$ cat src/rtl/hcsr04_distance_meter_pkg.sv
// Shared definitions for the HC-SR04 distance meter: FSM state codes,
// default timing for a 50 MHz clock and a small sizing helper.
package hcsr04_distance_meter_pkg;

    typedef enum logic [3:0] {
        INICIAL     = 4'd0,
        PREPARA     = 4'd1,
        ENVIA_TRIG  = 4'd2,
        ESPERA_ECHO = 4'd3,
        MEDE        = 4'd4,
        ARREDONDA   = 4'd5,
        ARMAZENA    = 4'd6,
        FINAL       = 4'd7,
        TIMEOUT     = 4'd8
    } estado_t;

    localparam int DEF_TRIG_CYCLES      = 500;
    localparam int DEF_CM_CYCLES        = 2941;
    localparam int DEF_ECHO_WAIT_CYCLES = 1_500_000;
    localparam int DEF_ECHO_MAX_CYCLES  = 1_250_000;

    localparam logic [11:0] BCD_MAX = 12'h999;

    function automatic int max_of3(input int a, input int b, input int c);
        int m;
        m = a;
        if (b > m) m = b;
        if (c > m) m = c;
        return m;
    endfunction

endpackage

$ cat src/rtl/hcsr04_distance_meter_contador_bcd_3dig.sv
// Three-digit BCD up-counter with synchronous clear and enable.
// It holds at 999 instead of wrapping, so long echoes read as full scale.
module contador_bcd_3dig
    import hcsr04_distance_meter_pkg::*;
(
    input  logic        i_clock,
    input  logic        i_reset_n,
    input  logic        i_clr,
    input  logic        i_en,
    output logic [11:0] o_bcd
);

    logic [11:0] r_bcd;
    logic [11:0] w_next;

    always_comb begin
        w_next = r_bcd;
        if (i_clr) begin
            w_next = 12'h000;
        end else if (i_en && (r_bcd != BCD_MAX)) begin
            if (r_bcd[3:0] != 4'd9) begin
                w_next[3:0] = r_bcd[3:0] + 4'd1;
            end else begin
                w_next[3:0] = 4'd0;
                if (r_bcd[7:4] != 4'd9) begin
                    w_next[7:4] = r_bcd[7:4] + 4'd1;
                end else begin
                    // 999 is excluded above, so hundreds cannot overflow here
                    w_next[7:4]  = 4'd0;
                    w_next[11:8] = r_bcd[11:8] + 4'd1;
                end
            end
        end
    end

    always_ff @(posedge i_clock or negedge i_reset_n) begin
        if (!i_reset_n) begin
            r_bcd <= 12'h000;
        end else begin
            r_bcd <= w_next;
        end
    end

    assign o_bcd = r_bcd;

endmodule

$ cat src/rtl/hcsr04_distance_meter.sv
// HC-SR04 driver: fires a trigger pulse, times the echo in whole-cm steps,
// rounds the remainder to the nearest cm and reports BCD centimetres.
module hcsr04_distance_meter
    import hcsr04_distance_meter_pkg::*;
#(
    parameter int TRIG_CYCLES      = DEF_TRIG_CYCLES,
    parameter int CM_CYCLES        = DEF_CM_CYCLES,
    parameter int ECHO_WAIT_CYCLES = DEF_ECHO_WAIT_CYCLES,
    parameter int ECHO_MAX_CYCLES  = DEF_ECHO_MAX_CYCLES
) (
    input  logic        clock,
    input  logic        reset,
    input  logic        medir,
    input  logic        echo,
    output logic        trigger,
    output logic [11:0] medida,
    output logic        pronto,
    output logic        erro,
    output logic [3:0]  db_estado
);

    localparam int CNT_W  = $clog2(max_of3(TRIG_CYCLES, ECHO_WAIT_CYCLES, ECHO_MAX_CYCLES) + 1);
    localparam int TICK_W = (CM_CYCLES > 2) ? $clog2(CM_CYCLES) : 1;

    localparam logic [CNT_W-1:0]  TRIG_LAST = CNT_W'(TRIG_CYCLES - 1);
    localparam logic [CNT_W-1:0]  WAIT_LAST = CNT_W'(ECHO_WAIT_CYCLES - 1);
    localparam logic [CNT_W-1:0]  MAX_LAST  = CNT_W'(ECHO_MAX_CYCLES - 1);
    localparam logic [TICK_W-1:0] TICK_LAST = TICK_W'(CM_CYCLES - 1);
    localparam logic [TICK_W-1:0] TICK_HALF = TICK_W'(CM_CYCLES / 2);

    estado_t            r_estado;
    estado_t            w_prox;
    logic               r_echo_meta;
    logic               r_echo_sync;
    logic [CNT_W-1:0]   r_cnt;
    logic [TICK_W-1:0]  r_tick;
    logic [11:0]        r_medida;
    logic [11:0]        w_acc;
    logic               w_acc_clr;
    logic               w_acc_en;
    logic               w_trigger;
    logic               w_pronto;
    logic               w_erro;

    always_ff @(posedge clock or negedge reset) begin
        if (!reset) begin
            r_echo_meta <= 1'b0;
            r_echo_sync <= 1'b0;
        end else begin
            r_echo_meta <= echo;
            r_echo_sync <= r_echo_meta;
        end
    end

    always_ff @(posedge clock or negedge reset) begin
        if (!reset) begin
            r_estado <= INICIAL;
        end else begin
            r_estado <= w_prox;
        end
    end

    always_comb begin
        w_prox    = r_estado;
        w_trigger = 1'b0;
        w_pronto  = 1'b0;
        w_erro    = 1'b0;
        case (r_estado)
            INICIAL:     if (medir) w_prox = PREPARA;
            PREPARA:     w_prox = ENVIA_TRIG;
            ENVIA_TRIG: begin
                w_trigger = 1'b1;
                if (r_cnt == TRIG_LAST) w_prox = ESPERA_ECHO;
            end
            ESPERA_ECHO: begin
                if (r_echo_sync)                w_prox = MEDE;
                else if (r_cnt == WAIT_LAST)    w_prox = TIMEOUT;
            end
            MEDE: begin
                if (!r_echo_sync)               w_prox = ARREDONDA;
                else if (r_cnt == MAX_LAST)     w_prox = TIMEOUT;
            end
            ARREDONDA:   w_prox = ARMAZENA;
            ARMAZENA:    w_prox = FINAL;
            FINAL: begin
                w_pronto = 1'b1;
                w_prox   = INICIAL;
            end
            TIMEOUT: begin
                w_erro = 1'b1;
                w_prox = INICIAL;
            end
            default:     w_prox = INICIAL;
        endcase
    end

    // r_cnt is the shared trigger / wait / echo-length counter; r_tick is the
    // cm prescaler. The cycle that first sees echo high is counted on entry.
    always_ff @(posedge clock or negedge reset) begin
        if (!reset) begin
            r_cnt  <= '0;
            r_tick <= '0;
        end else begin
            case (r_estado)
                PREPARA: begin
                    r_cnt  <= '0;
                    r_tick <= '0;
                end
                ENVIA_TRIG: begin
                    r_cnt <= (r_cnt == TRIG_LAST) ? '0 : r_cnt + CNT_W'(1);
                end
                ESPERA_ECHO: begin
                    if (r_echo_sync) begin
                        r_cnt  <= CNT_W'(1);
                        r_tick <= TICK_W'(1);
                    end else begin
                        r_cnt <= r_cnt + CNT_W'(1);
                    end
                end
                MEDE: begin
                    if (r_echo_sync) begin
                        r_cnt  <= r_cnt + CNT_W'(1);
                        r_tick <= (r_tick == TICK_LAST) ? '0 : r_tick + TICK_W'(1);
                    end
                end
                default: begin
                end
            endcase
        end
    end

    assign w_acc_clr = (r_estado == PREPARA);
    assign w_acc_en  = ((r_estado == MEDE) && r_echo_sync && (r_tick == TICK_LAST)) ||
                       ((r_estado == ARREDONDA) && (r_tick >= TICK_HALF));

    contador_bcd_3dig u_acc (
        .i_clock   (clock),
        .i_reset_n (reset),
        .i_clr     (w_acc_clr),
        .i_en      (w_acc_en),
        .o_bcd     (w_acc)
    );

    always_ff @(posedge clock or negedge reset) begin
        if (!reset) begin
            r_medida <= 12'h000;
        end else if (r_estado == ARMAZENA) begin
            r_medida <= w_acc;
        end
    end

    assign trigger   = w_trigger;
    assign pronto    = w_pronto;
    assign erro      = w_erro;
    assign medida    = r_medida;
    assign db_estado = r_estado;

endmodule
$ cat config.mk
export PLATFORM = sky130hd
export DESIGN_NAME = hcsr04_distance_meter
export DESIGN_NICKNAME = d
export VERILOG_FILES = /design/src/rtl/hcsr04_distance_meter_pkg.sv /design/src/rtl/hcsr04_distance_meter_contador_bcd_3dig.sv /design/src/rtl/hcsr04_distance_meter.sv
export SDC_FILE = /design/constraint.sdc
export NUM_CORES = 1
export LEC_CHECK = 0
export BUFFER_PORTS_ARGS = -buffer_cell sky130_fd_sc_hd__buf_4
export CORE_MARGIN = 8
export CORE_UTILIZATION = 55
export CTS_CLUSTER_DIAMETER = 120
export DETAILED_ROUTE_END_ITERATION = 16
export PLACE_DENSITY = 0.82
export RECOVER_POWER = 100
export SLEW_MARGIN = 10
export SYNTH_ARGS = -nofsm -noshare
export SYNTH_HDL_FRONTEND = slang
export SYNTH_SLANG_ARGS = --single-unit
$ cat constraint.sdc
create_clock -name clock -period 5.2 [get_ports clock]
set_input_delay 0.52 -clock clock [delete_from_list [all_inputs] [get_ports clock]]
set_output_delay 0.52 -clock clock [all_outputs]
set_load 0.05 [all_outputs]
# Word level (Yosys, flattened, before mapping)
# Index checks and enable logic that the tools add are counted.
# W data, S select, Z words.
# word_totals
wordCells	76
reg_bits	63
in_bits	4
# classes
n_reduce_logical	14
mux	24
n_eq_ne	23
order_cmp	1
add_sub_neg	5
# ops
cell	n
$pmux W21 S4	1
$mux W21	3
$mux W12	5
$eq A21 B21 Y1 const B	2
$mux W4	9
$pmux W12 S3	1
$pmux W4 S7	1
$add A21 B1 Y21 const B	1
$eq A21 B9 Y1 const B	1
$eq A4 B3 Y1 const B	4
$add A12 B1 Y12 const B	1
$add A4 B1 Y4 const B	3
$eq A12 B12 Y1 const B	1
$ge A12 B11 Y1 const B	1
$ne A12 B12 Y1 const B	1
$eq A4 B2 Y1 const B	2
$mux W8	1
$ne A2 B2 Y1 const B	4
$ne A4 B4 Y1 const B	2
$ne A3 B3 Y1 const B	2
$reduce_and A3 Y1	2
$eq A4 B1 Y1 const B	1
$eq A4 B4 Y1 const B	1
$logic_and A1 B1 Y1	4
9 further kinds	13

# Logic depth before layout (Yosys ltp)
# depth
depth_word	7
mapped_depth	9
depth_no_buf	7

# Hierarchy
# From an unflattened synthesis, not the netlist that was laid out.
# hier_totals
cells_unflattened	391
area_unflattened_um2	3716.1
# by_module_without_submodules
module	cells_each	instances	area_each_um2	seq_area_each_um2
hcsr04_distance_meter	311	1	2917.8	1276.2
contador_bcd_3dig	80	1	798.3	300.3

# Worst setup path before layout
# OpenSTA, ideal clock, no wires.
# synth_timing
path_type	register to register
startpoint	reg r_estado[3], in the netlist db_estado[3]
endpoint	reg r_cnt[18]
path_stages_with_launch	7
arrival_ns	2.177
setup_time_ns	0.083
path_buffers	1
path_slack_ns	2.941
required_ns	5.117
cell_sequence	dfrtp_1 > buf_6 > or4b_4 > a41o_1 > o211a_2 > or4_1 > o21ai_0
# synth_via
elab_chain_len	3
elab_cells_between_ends	8
# synth_rtl
element	line	text
start, declared	hcsr04_distance_meter.sv:31	estado_t r_estado;
start signal, assigned	hcsr04_distance_meter.sv:59	r_estado <= w_prox;
$eq A4 B3 Y1, or another cell as far along	hcsr04_distance_meter.sv:104	case (r_estado)
$reduce_bool A4 Y1 (no source line) / $ne A2 B2 Y1 (equally long branches)	-	
$reduce_and A2 Y1 (no source line)	-	
end signal, assigned	hcsr04_distance_meter.sv:110	r_cnt <= (r_cnt == TRIG_LAST) ? '0 : r_cnt + CNT_W'(1);
end signal, assigned	hcsr04_distance_meter.sv:117	r_cnt <= r_cnt + CNT_W'(1);
end signal, assigned	hcsr04_distance_meter.sv:122	r_cnt <= r_cnt + CNT_W'(1);
end, declared	hcsr04_distance_meter.sv:35	logic [CNT_W-1:0] r_cnt;
# Parallel ways exist; a longest one is shown, timed or not.
# A chain may end at the register's enable or synchronous reset.

==> metrics.txt <==
WP buf/inv 1; clk sink count 63; critical path depth 1; final setup fails 0; H-tree levels 3; first-pass GRT wire length approximately 14 mm; fillers approximately 570; via/cell ratio ~6.3; Die H ~100 um; Top delay family on crit path buffers and inverters; final hold slack roughly 300 ps; Hold Fails Final Rpt 0; Worst path max stage delay between 2000 and 2500 ps; CTS Buf Count 9; buffer depth of the longest clock path 2; CTS root buf clkbuf_8; Routability Congestion approximately 0.91; Vias between 3k and 4k; Mapped Nets 413; post-synthesis sequential area ratio around 42%; setup_tns 0 ps; Setup CP Type input pin to async pin; Antenna Nets Post-Route 0; Final #Nets approximately 430; pre-CTS setup slack roughly 2400 ps; Worst path slowest cell clkbuf_1; fmax roughly 320 MHz; register bit total from synthesis 63; Final min period between 3000 and 4000 ps; Final Util 60.88%; Power per Cell Area about 240 nW/um2; Post-DP HPWL around 5.8 mm; FF-to-FF setup slack about 2200 ps; Worst R2R Start db_estado[3]$_DFFE_PN0P_; maxcap violations 1; post-CTS resize count 0; clk_lat worst skew around 350 ps; CP arrival ~2900 ps; EDFF count, synth 0; crit path to r_cnt[8]$_DFFE_PN0P_; Slew Limit Fails 64; Tcrit/Tclk final 60.70%; failing checks capacitance limit, slew limit; final WL between 8 and 9 mm; worst path required time roughly 5000 ps; CP Max Fanout 63; Worst Max-Slew Pin Slew 3322 ps; I/O pin count 23; outcome finished, violations left; leak pwr around 1.9 nW; Synth Warn # 0; Worst Setup End Kind async pin; CTS tree built; row count 30; Compound-Gate Fraction of Synth Area between 15 and 20%; hold crit path type input pin to flop; Cell Area, Synth between 3000 and 4000 um2; share of cells above drive strength 1 around 8.5%; async set-reset flop share out of synthesis between 90% and 100%; Peak VDD IR approximately 0.00016 V; initial antenna violation count 0; postcts setup bufs 0; DRT Pass-1 Iters 5; Initial Util ~56%; detailed router's first-iteration violation count approximately 290; DRC Markers 0; simple-gate share of the synthesized area 27.31%; worst rel slew slack -121.4%; largest family of logic cells by synthesized area simple AND/OR/NAND/NOR gates; I/O Buffers 22; Synth-to-Final Area Change 9.057%; R2R cell count 4; Antenna diodes 0; full die area 9673 um2; reg2reg end r_cnt[6]$_DFFE_PN0P_; core area approximately 6700 um2; worst path cell trace clkbuf_1; mux contribution to synthesized area under 10%; Die X 98.35 um; Overflow after GRT 0; Netlist cell types between 60 and 70; post-synthesis average cell area just over 9 um2; vias in the first global route a little over 3k; Routed WL per cell ~17 um; pin count of the biggest net entering global routing between 60 and 70; Setup Skew roughly 10 ps; Synth Area in Adders between 3 and 4%; Final Worst Setup Slack about 2000 ps; Post-Synthesis Cells approximately 400; Hold Buf Count CTS 0; ys flop type dfrtp_1; RSZ-0062 raised after global routing false; Worst Setup SP reset; crit start category input pin; Tot GR Track Use between 10% and 20%; Design Power around 0.001 W; xor and xnor area share after synthesis under 10%; clock slew at reported path FFs ~70 ps
[power by group]
part	switching (W)	total (W)	internal [W]
Combinational	0.00000949	0.0000107	0.00000117
Sequential	0.000000944	0.000492	0.000491
Clock	0.000194	0.000477	0.000283
[how the worst min path moves through the flow]
stage	start	to	slack [ps]	depth (start not counted)
after floorplan	reset	db_estado[0]$_DFFE_PN0P_	220	0
final	echo	r_echo_meta$_DFF_PN0_	300	1
after CTS	echo	r_echo_meta$_DFF_PN0_	260	1
after global routing	echo	r_echo_meta$_DFF_PN0_	280	1
after detailed placement	r_echo_meta$_DFF_PN0_	r_echo_sync$_DFF_PN0_	340	0
after global placement	r_echo_meta$_DFF_PN0_	r_echo_sync$_DFF_PN0_	340	0
[synthesized netlist by cell type, types with 5 or more instances]
master | instances | share of area (%)
a21oi_1 | 7 | 0.94
nor3_1 | 9 | 1.2
and3_1 | 6 | 1.0
nand3b_1 | 6 | 1.2
and2_1 | 12 | 2.0
nor2b_1 | 9 | 1.5
mux2_2 | 12 | 3.6
dfrtp_1 | 63 | 42
o21ai_0 | 27 | 3.6
clkbuf_1 | 9 | 0.91
nand4_1 | 10 | 1.7
nor4_1 | 8 | 1.3
a31oi_1 | 8 | 1.3
mux2i_1 | 8 | 2.1
nand2b_1 | 5 | 0.84
inv_1 | 15 | 1.5
o31ai_1 | 12 | 2.4
xnor2_1 | 5 | 1.2
or2_2 | 6 | 1.0
a22o_1 | 5 | 1.2
nor2_1 | 24 | 2.4
ha_1 | 10 | 3.4
nand3_1 | 19 | 2.5
nand2_1 | 36 | 3.6
o211ai_1 | 6 | 1.2
[flip-flops by register name, indices dropped and copies added (netlist names)]
register	count
r_cnt	21
medida	12
r_tick	12
u_acc.o_bcd	12
db_estado	4
r_echo_meta	1
r_echo_sync	1
[logic make-up after synthesis]
family                   count (synthesis)
buffers and inverters                   30
flip-flops                              63
multiplexers                            20
adder cells (fa/ha/maj)                 10
XOR/XNOR                                 6
AO/OA/AOI/OAI                           91
AND/OR/NAND/NOR                        179
[through the flow]
| step | instance area [um2] | std cells |
|---|---|---|
| 2_1_floorplan | 3730 | 399 |
| 3_3_place_gp | 3926 | 486 |
| 3_5_place_dp | 3926 | 486 |
| 4_1_cts | 4149 | 502 |
| 5_1_grt | 4068 | 502 |
| 6_report | 4068 | 502 |
[layout make-up]
cell class,count,area [um2],area share (%)
Multi-Input combinational cell,306,2022,49.71
Tap cell,80,100.1,2.461
Timing Repair Buffer,22,90.09,2.215
Sequential cell,63,1577,38.76
Inverter,15,56.30,1.384
Clock buffer,11,141.4,3.476
Clock inverter,5,81.33,1.999
[cell usage in the layout, fill, tap and decap left out, types with 3 or more instances in the layout]
cell type   n
o21bai_1    3
nand4_1    10
nor2b_1     9
o21ai_0    27
nand3_1    19
and4_1      3
or2_2       5
nand3b_1    6
and3b_1     4
mux2_2     12
a22o_1      5
o31ai_1    12
clkbuf_1   21
nor3b_1     4
a21oi_1     7
inv_1      15
and2_1     12
clkbuf_8   10
ha_1       10
o211ai_1    6
a32o_1      3
nor4_1      8
a31oi_1     8
nand2_1    37
nor2_1     24
nor3_1      9
dfrtp_1    63
xnor2_1     5
and3_1      6
nand2b_1    5
mux2i_1     8
or4_1       3
[layer usage]
layer	part of all wire, %	wire length [um]	GRT usage (%)	vias to the layer above
met5	0	0	0	-
met4	1.5	131	7.084	0
met3	4.9	417	5.405	11
met2	46	3933	28.31	100
met1	47	3993	23.01	1547
li1	-	-	-	1526
Note: power is estimated with default switching activity, not from simulation.
